**src/rtl/random_coord_generator_if.sv**
```systemverilog
`default_nettype none
// ============================================================================
// Module   : random_coord_generator_if
// Brief    : Request/result bundle between the coordinate generator and the
//            food placement logic.
// Revision : 1.0 - initial release
// ============================================================================
interface random_coord_generator_if #(
   parameter int LFSR_W = 16,
   parameter int X_W    = 6,
   parameter int Y_W    = 5
);
   logic              req;
   logic              busy;
   logic              valid;
   logic [X_W-1:0]    coord_x;
   logic [Y_W-1:0]    coord_y;
   logic [LFSR_W-1:0] seed;

   // Placement side: issues requests, consumes coordinates
   modport master (output req, input busy, valid, coord_x, coord_y, seed);
   // Generator side
   modport slave  (input req, output busy, valid, coord_x, coord_y, seed);
endinterface
`default_nettype wire

```
**src/rtl/random_coord_generator.sv**
```systemverilog
`default_nettype none
// ============================================================================
// Module   : random_coord_generator
// Brief    : Free-running Galois LFSR stirred by key-press timing, with a
//            multi-cycle subtractive reduction drawing in-range grid coords.
// Revision : 1.0 - initial release
// ============================================================================
module random_coord_generator #(
   parameter int                LFSR_W    = 16,
   parameter logic [LFSR_W-1:0] TAPS      = 16'hB400,
   parameter logic [LFSR_W-1:0] SEED_INIT = 16'd3535,
   parameter int                SHAKE_MOD = 3989,
   parameter int                NKEYS     = 4,
   parameter int                X_W       = 6,
   parameter int                Y_W       = 5,
   parameter int                GRID_X    = 40,
   parameter int                GRID_Y    = 30
) (
   input  wire              OSC_50,
   input  wire              rst,
   input  wire [NKEYS-1:0]  KEY,
   random_coord_generator_if.slave bus
);

   localparam int                 c_SHK_W    = (SHAKE_MOD > 1) ? $clog2(SHAKE_MOD) : 1;
   localparam logic [c_SHK_W-1:0] c_SHK_LAST = c_SHK_W'(SHAKE_MOD - 1);
   // One extra bit so a grid of exactly 2^W still compares correctly
   localparam logic [X_W:0]       c_GRID_X   = (X_W+1)'(GRID_X);
   localparam logic [Y_W:0]       c_GRID_Y   = (Y_W+1)'(GRID_Y);

   typedef enum logic [1:0] {
      S_IDLE  = 2'd0,
      S_RED_X = 2'd1,
      S_RED_Y = 2'd2,
      S_DONE  = 2'd3
   } state_t;

   logic [NKEYS-1:0]   r_key_meta;
   logic [NKEYS-1:0]   r_key_sync;
   logic [NKEYS-1:0]   r_key_prev;
   logic               w_entropy;
   logic [c_SHK_W-1:0] r_shaker;
   logic [LFSR_W-1:0]  r_lfsr;
   logic [LFSR_W-1:0]  w_step;
   logic [LFSR_W-1:0]  w_mix;
   logic [LFSR_W-1:0]  w_lfsr_next;
   state_t             r_state;
   state_t             w_state_next;
   logic [X_W-1:0]     r_rx;
   logic [Y_W-1:0]     r_ry;
   logic [X_W-1:0]     r_coord_x;
   logic [Y_W-1:0]     r_coord_y;
   logic               w_x_ge;
   logic               w_y_ge;

   // Two-flop synchroniser plus previous-value register for fall detection
   always_ff @(posedge OSC_50) begin
      if (rst) begin
         r_key_meta <= '1;
         r_key_sync <= '1;
         r_key_prev <= '1;
      end else begin
         r_key_meta <= KEY;
         r_key_sync <= r_key_meta;
         r_key_prev <= r_key_sync;
      end
   end

   // Any key falling (simultaneous falls collapse into one event)
   assign w_entropy = |(r_key_prev & ~r_key_sync);

   // Shaker counts 0..SHAKE_MOD-1 and wraps
   always_ff @(posedge OSC_50) begin
      if (rst)                       r_shaker <= '0;
      else if (r_shaker == c_SHK_LAST) r_shaker <= '0;
      else                           r_shaker <= r_shaker + 1'b1;
   end

   assign w_step      = {1'b0, r_lfsr[LFSR_W-1:1]} ^ (r_lfsr[0] ? TAPS : '0);
   assign w_mix       = w_entropy ? (w_step ^ LFSR_W'(r_shaker)) : w_step;
   // Mixing can in principle cancel to zero, which would lock the LFSR
   assign w_lfsr_next = (w_mix == '0) ? SEED_INIT : w_mix;

   // LFSR advances every cycle
   always_ff @(posedge OSC_50) begin
      if (rst) r_lfsr <= SEED_INIT;
      else     r_lfsr <= w_lfsr_next;
   end

   assign w_x_ge = {1'b0, r_rx} >= c_GRID_X;
   assign w_y_ge = {1'b0, r_ry} >= c_GRID_Y;

   // Draw FSM state register
   always_ff @(posedge OSC_50) begin
      if (rst) r_state <= S_IDLE;
      else     r_state <= w_state_next;
   end

   // Draw FSM next-state logic
   always_comb begin
      w_state_next = r_state;
      case (r_state)
         S_IDLE:  if (bus.req) w_state_next = S_RED_X;
         S_RED_X: if (!w_x_ge) w_state_next = S_RED_Y;
         S_RED_Y: if (!w_y_ge) w_state_next = S_DONE;
         S_DONE:  w_state_next = S_IDLE;
         default: w_state_next = S_IDLE;
      endcase
   end

   // Raw capture, repeated subtraction and result load
   always_ff @(posedge OSC_50) begin
      if (rst) begin
         r_rx      <= '0;
         r_ry      <= '0;
         r_coord_x <= '0;
         r_coord_y <= '0;
      end else begin
         case (r_state)
            S_IDLE: begin
               if (bus.req) begin
                  r_rx <= r_lfsr[X_W-1:0];
                  r_ry <= r_lfsr[X_W+Y_W-1:X_W];
               end
            end
            S_RED_X: begin
               if (w_x_ge) r_rx <= r_rx - c_GRID_X[X_W-1:0];
            end
            S_RED_Y: begin
               if (w_y_ge) begin
                  r_ry <= r_ry - c_GRID_Y[Y_W-1:0];
               end else begin
                  r_coord_x <= r_rx;
                  r_coord_y <= r_ry;
               end
            end
            default: ;
         endcase
      end
   end

   assign bus.busy    = (r_state != S_IDLE);
   assign bus.valid   = (r_state == S_DONE);
   assign bus.coord_x = r_coord_x;
   assign bus.coord_y = r_coord_y;
   assign bus.seed    = r_lfsr;

endmodule
`default_nettype wire

```
**src/flat_wrapper.sv**
```systemverilog
// flat-port wrapper written by rule: the top's interface ports become plain ports
module random_coord_generator_flat 
#(
   parameter int                LFSR_W    = 16,
   parameter logic [LFSR_W-1:0] TAPS      = 16'hB400,
   parameter logic [LFSR_W-1:0] SEED_INIT = 16'd3535,
   parameter int                SHAKE_MOD = 3989,
   parameter int                NKEYS     = 4,
   parameter int                X_W       = 6,
   parameter int                Y_W       = 5,
   parameter int                GRID_X    = 40,
   parameter int                GRID_Y    = 30
)
  (OSC_50, rst, KEY, bus_req, bus_busy, bus_valid, bus_coord_x, bus_coord_y, bus_seed);
  random_coord_generator_if #(.LFSR_W(LFSR_W), .X_W(X_W), .Y_W(Y_W)) bus_i ();
  input  wire OSC_50;
  input  wire rst;
  input  wire [NKEYS-1:0] KEY;
  input wire logic [$bits(bus_i.req)-1:0] bus_req;
  output wire logic [$bits(bus_i.busy)-1:0] bus_busy;
  output wire logic [$bits(bus_i.valid)-1:0] bus_valid;
  output wire logic [$bits(bus_i.coord_x)-1:0] bus_coord_x;
  output wire logic [$bits(bus_i.coord_y)-1:0] bus_coord_y;
  output wire logic [$bits(bus_i.seed)-1:0] bus_seed;
  assign bus_i.req = bus_req;
  assign bus_busy = bus_i.busy;
  assign bus_valid = bus_i.valid;
  assign bus_coord_x = bus_i.coord_x;
  assign bus_coord_y = bus_i.coord_y;
  assign bus_seed = bus_i.seed;
  random_coord_generator #(.LFSR_W(LFSR_W), .TAPS(TAPS), .SEED_INIT(SEED_INIT), .SHAKE_MOD(SHAKE_MOD), .NKEYS(NKEYS), .X_W(X_W), .Y_W(Y_W), .GRID_X(GRID_X), .GRID_Y(GRID_Y)) u_core (.OSC_50(OSC_50), .rst(rst), .KEY(KEY), .bus(bus_i));
endmodule
```
**config.mk**
```make
export PLATFORM = sky130hd
export DESIGN_NAME = random_coord_generator_flat
export DESIGN_NICKNAME = d
export VERILOG_FILES = /design/src/rtl/random_coord_generator_if.sv /design/src/rtl/random_coord_generator.sv /design/src/flat_wrapper.sv
export SDC_FILE = /design/constraint.sdc
export NUM_CORES = 1
export LEC_CHECK = 0
export ABC_CLOCK_PERIOD_IN_PS = 5500
export BUFFER_PORTS_ARGS = -buffer_cell sky130_fd_sc_hd__buf_2
export CAP_MARGIN = 20
export CORE_MARGIN = 2
export CORE_UTILIZATION = 59
export CTS_CLUSTER_DIAMETER = 100
export DETAILED_ROUTE_END_ITERATION = 12
export PLACE_DENSITY = 0.81
export SYNTH_ARGS = -nofsm -noshare
export SYNTH_HDL_FRONTEND = slang
export SYNTH_SLANG_ARGS = --single-unit
```
**constraint.sdc**
```tcl
create_clock -name OSC_50 -period 5.5 [get_ports OSC_50]
set_clock_uncertainty 0.2 [all_clocks]
set_input_delay 0.275 -clock OSC_50 [delete_from_list [all_inputs] [get_ports OSC_50]]
set_output_delay 0.275 -clock OSC_50 [all_outputs]
set_load 0.1 [all_outputs]
```
==> out/qor.yml <==
clocking:
  htree_levels: 3
  clock_sinks: 64
  cts.reportedPaths.clkPinSlew_ns: 0.07
  cts.path.max_buffers: 2
  worstSkewPairLatency_ns: 0.35
  numCtsBuffers: 9
  post-cts-setup-buffers: 0
  cts_tree: "yes"
  root_buffer: "clkbuf_8"
layout:
  stdcell_count: 447
  num-fill-cells: 435
  diodes: 0
  multiInputGateArea_mm2: 0.001568
  area_growth_pct: 14.27
  final_util: 0.6878
  final_area_mm2: 0.003446
  drive_gt1_frac: 0.2016
  regArea_mm2: 0.001281
  nets: 388
logic_synthesis:
  netlist_area_mm2: 0.003015
  syn_avg_cell_area_um2: 8.665
  ys_seq_area_frac: 0.4249
  ys_async_sr_fraction: 0
  synth_flop_cell: "dfxtp_1"
  synth_top_area_frac: 0.4249
  ys_ff_latch: 64
  yosys_warnings: 0
  yosys.area.top_type: "dfxtp_1"
  synth_edf_count: 0
  yosys-top-cells-area: "dfxtp_1 42%, a21oi_1 4.8%, ha_1 3.7%"
  ys_types: 50
  netlist_instances: 348
  syn_nets: 364
place:
  portBuffers: 35
  place_ws_ns: 3.050
  place_inst: 427
  routabilityCongestion: 0.8426
  dpl-instance-area_mm2: 0.003153
  dp_hpwl_mm: 4.421
die:
  core_area_mm2: 0.005010
  die_y_um: 75.49
  ios: 36
  die_w_um: 75.49
  start_util: 0.6019
  die_area_mm2: 0.005699
  row_count: 26
global_route:
  grt_first_pass_wirelength_mm: 10.23
  first_global_vias: 2154
  track_usage: 0.2432
  antenna_found_initial: 0
  grt_max_degree: 54
  grt_overflow: 0
power:
  power_frac_seq: 0.374
  switching_power_w: 0.0005888
  combPwrFrac: 0.301
  cellPowerDensity_mw_per_mm2: 451.1
  switching_share: 0.3788
  intPower_w: 0.0009655
  total_leakage_power_nw: 1.357
  peakVddDrop_v: 0.0003068
  power_frac_clock: 0.324
timing:
  final-max-slew-violation-count: 0
  period_needed_ns: 2.559
  setup_slack_ns: 2.941
  fin_setup_tns_ns: 0
  rsz0062_at_grt: "no"
  slew_headroom: 0.3734
  hold_viol: 0
  setup_viol: 0
  fin_crit_sh: 0.4653
  worst_pin_slew_ns: 0.9371
  max_freq_mhz: 390.8
detailed_routing:
  drc: 0
  wl_met2_mm: 3.099
  vias_per_cell: 5.649
  finalWirelength_mm: 6.493
  first_pass_iters: 4
  wl_met1_mm: 2.963
  highest_layer: "met4"
  via_count: 2525
  met3_length_um: 283
  drtIter0Drc: 117
  drtAntennaViolNets: 0
  wire_per_inst_um: 14.53
critical_path:
  path_class: "flip-flop to flip-flop"
  arrival_ns: 2.63
  endpoint_kind: "flip-flop"
  required_ns: 5.57
  cp-start-kind: "flip-flop"
  cp_max_fo: 24
job:
  maxCapViolCount: 0
status:
  status: "completed"
worst_hold_path:
  hp-class: "flip-flop to flip-flop"
-- per-stage QoR --
stage | power [W] | hold WS (ns)
floorplan | 0.0009726 | 0.1788
global placement | 0.001037 | 0.1954
finish | 0.001554 | 0.2094
CTS | 0.001560 | 0.2121
global route | 0.001631 | 0.2183
detailed placement | 0.001053 | 0.1956
-- cell usage in the layout, fill, tap and decap left out, types with 3 or more instances in the layout --
master,n
a211oi_1,4
a21o_1,8
a21oi_1,29
a31oi_1,5
a41oi_1,3
buf_2,35
bufinv_16,3
clkbuf_8,10
dfxtp_1,64
dlygate4sd3_1,4
ha_1,9
inv_1,11
mux2i_1,6
nand2_1,22
nand2b_1,6
nand3_1,22
nand4_1,6
nor2_1,30
nor2b_1,3
nor3_1,3
nor4bb_1,5
o21ai_0,10
o21ai_1,9
o32ai_1,3
or2_2,15
or3_1,5
xnor2_1,10
xor2_1,9
-- path summary, 6_finish.rpt --
path / from / to / slack, ns / cells past startpoint
worst max-delay path: u_core.r_key_sync[1] / u_core.bus.seed[6] / 2.94 / 5
worst min-delay path: u_core.r_key_meta[1] / u_core.r_key_sync[1] / 0.21 / 1
worst max register to register: u_core.r_key_sync[1] / u_core.bus.seed[6] / 2.94 / 5
worst min register to register: u_core.r_key_meta[1] / u_core.r_key_sync[1] / 0.21 / 1
-- synthesized netlist by cell type (3+ instances only) --
| cell | number |
|---|---|
| ha_1 | 9 |
| nor2b_1 | 3 |
| a31oi_1 | 5 |
| clkbuf_1 | 13 |
| nand2b_1 | 6 |
| or3_1 | 5 |
| xnor2_1 | 10 |
| a21oi_1 | 29 |
| nor2_1 | 30 |
| nor3_1 | 3 |
| nand3_1 | 22 |
| o32ai_1 | 3 |
| o21ai_0 | 10 |
| nand4_1 | 6 |
| nor4bb_1 | 5 |
| a41oi_1 | 3 |
| a211oi_1 | 4 |
| xor2_1 | 9 |
| mux2i_1 | 6 |
| nand2_1 | 22 |
| o21ai_1 | 9 |
| inv_1 | 11 |
| or2_2 | 15 |
| dfxtp_1 | 64 |
| buf_2 | 9 |
| a21o_1 | 8 |
-- routing by layer --
metal  vias up  global-route usage
met1      1179              0.3062
met3        16             0.05291
met2        65              0.3865
met4         0              0.1384
li1       1265                   -
met5         -                   0
-- timing repair --
item / in CTS / in global routing
endpoints found under the hold margin: 4 / 0
gates resized for setup: 0 / 0
hold buffers: 4 / 0
-- logic make-up (layout without fill, tap and decap cells) --
group / count (synthesis) / after routing / share of synthesized area
muxes: 6 / 6 / 0.01992
DFF: 64 / 64 / 0.4249
buffers and inverters: 37 / 66 / 0.05518
adders and majority gates: 9 / 9 / 0.03735
and+or+nand+nor: 125 / 125 / 0.2141
xor gates and xnor gates: 20 / 20 / 0.06058
AOI/OAI and AO/OA: 87 / 87 / 0.1880
-- registers in the layout (all words and copies together), names as in the netlist --
signal and count:
u_core.bus.coord_x 6, u_core.bus.coord_y 5, u_core.bus.seed 16, u_core.r_key_meta 4, u_core.r_key_prev 4, u_core.r_key_sync 4
u_core.r_rx 6, u_core.r_ry 5, u_core.r_shaker 12, u_core.r_state 2
-- worst max-delay path: stages (launching register included) --
cell,delay (ns)
dfxtp_1,0.33
nand2b_1,0.19
nand4_1,0.76
a211oi_1,0.53
o2111ai_2,0.27
o21ai_1,0.21
-- power by group through the flow --
stage | Combinational [W] | Clock [W] | Sequential (W)
after floorplan | 0.000283 | 0 | 0.000690
after global placement | 0.000450 | 0 | 0.000588
after detailed placement | 0.000462 | 0 | 0.000591
after CTS | 0.000467 | 0.000512 | 0.000581
after global routing | 0.000507 | 0.000534 | 0.000590
final | 0.000468 | 0.000504 | 0.000582
-- layout make-up --
| class | instances | area share |
|---|---|---|
| clock inverter | 6 | 0.03341 |
| timing repair buffer | 39 | 0.06245 |
| inverter | 11 | 0.01198 |
| sequential | 64 | 0.3718 |
| tap | 70 | 0.02542 |
| clock buffer | 10 | 0.03994 |
| multi-input combinational | 247 | 0.4550 |
Note: power is estimated with default switching activity, not from simulation.
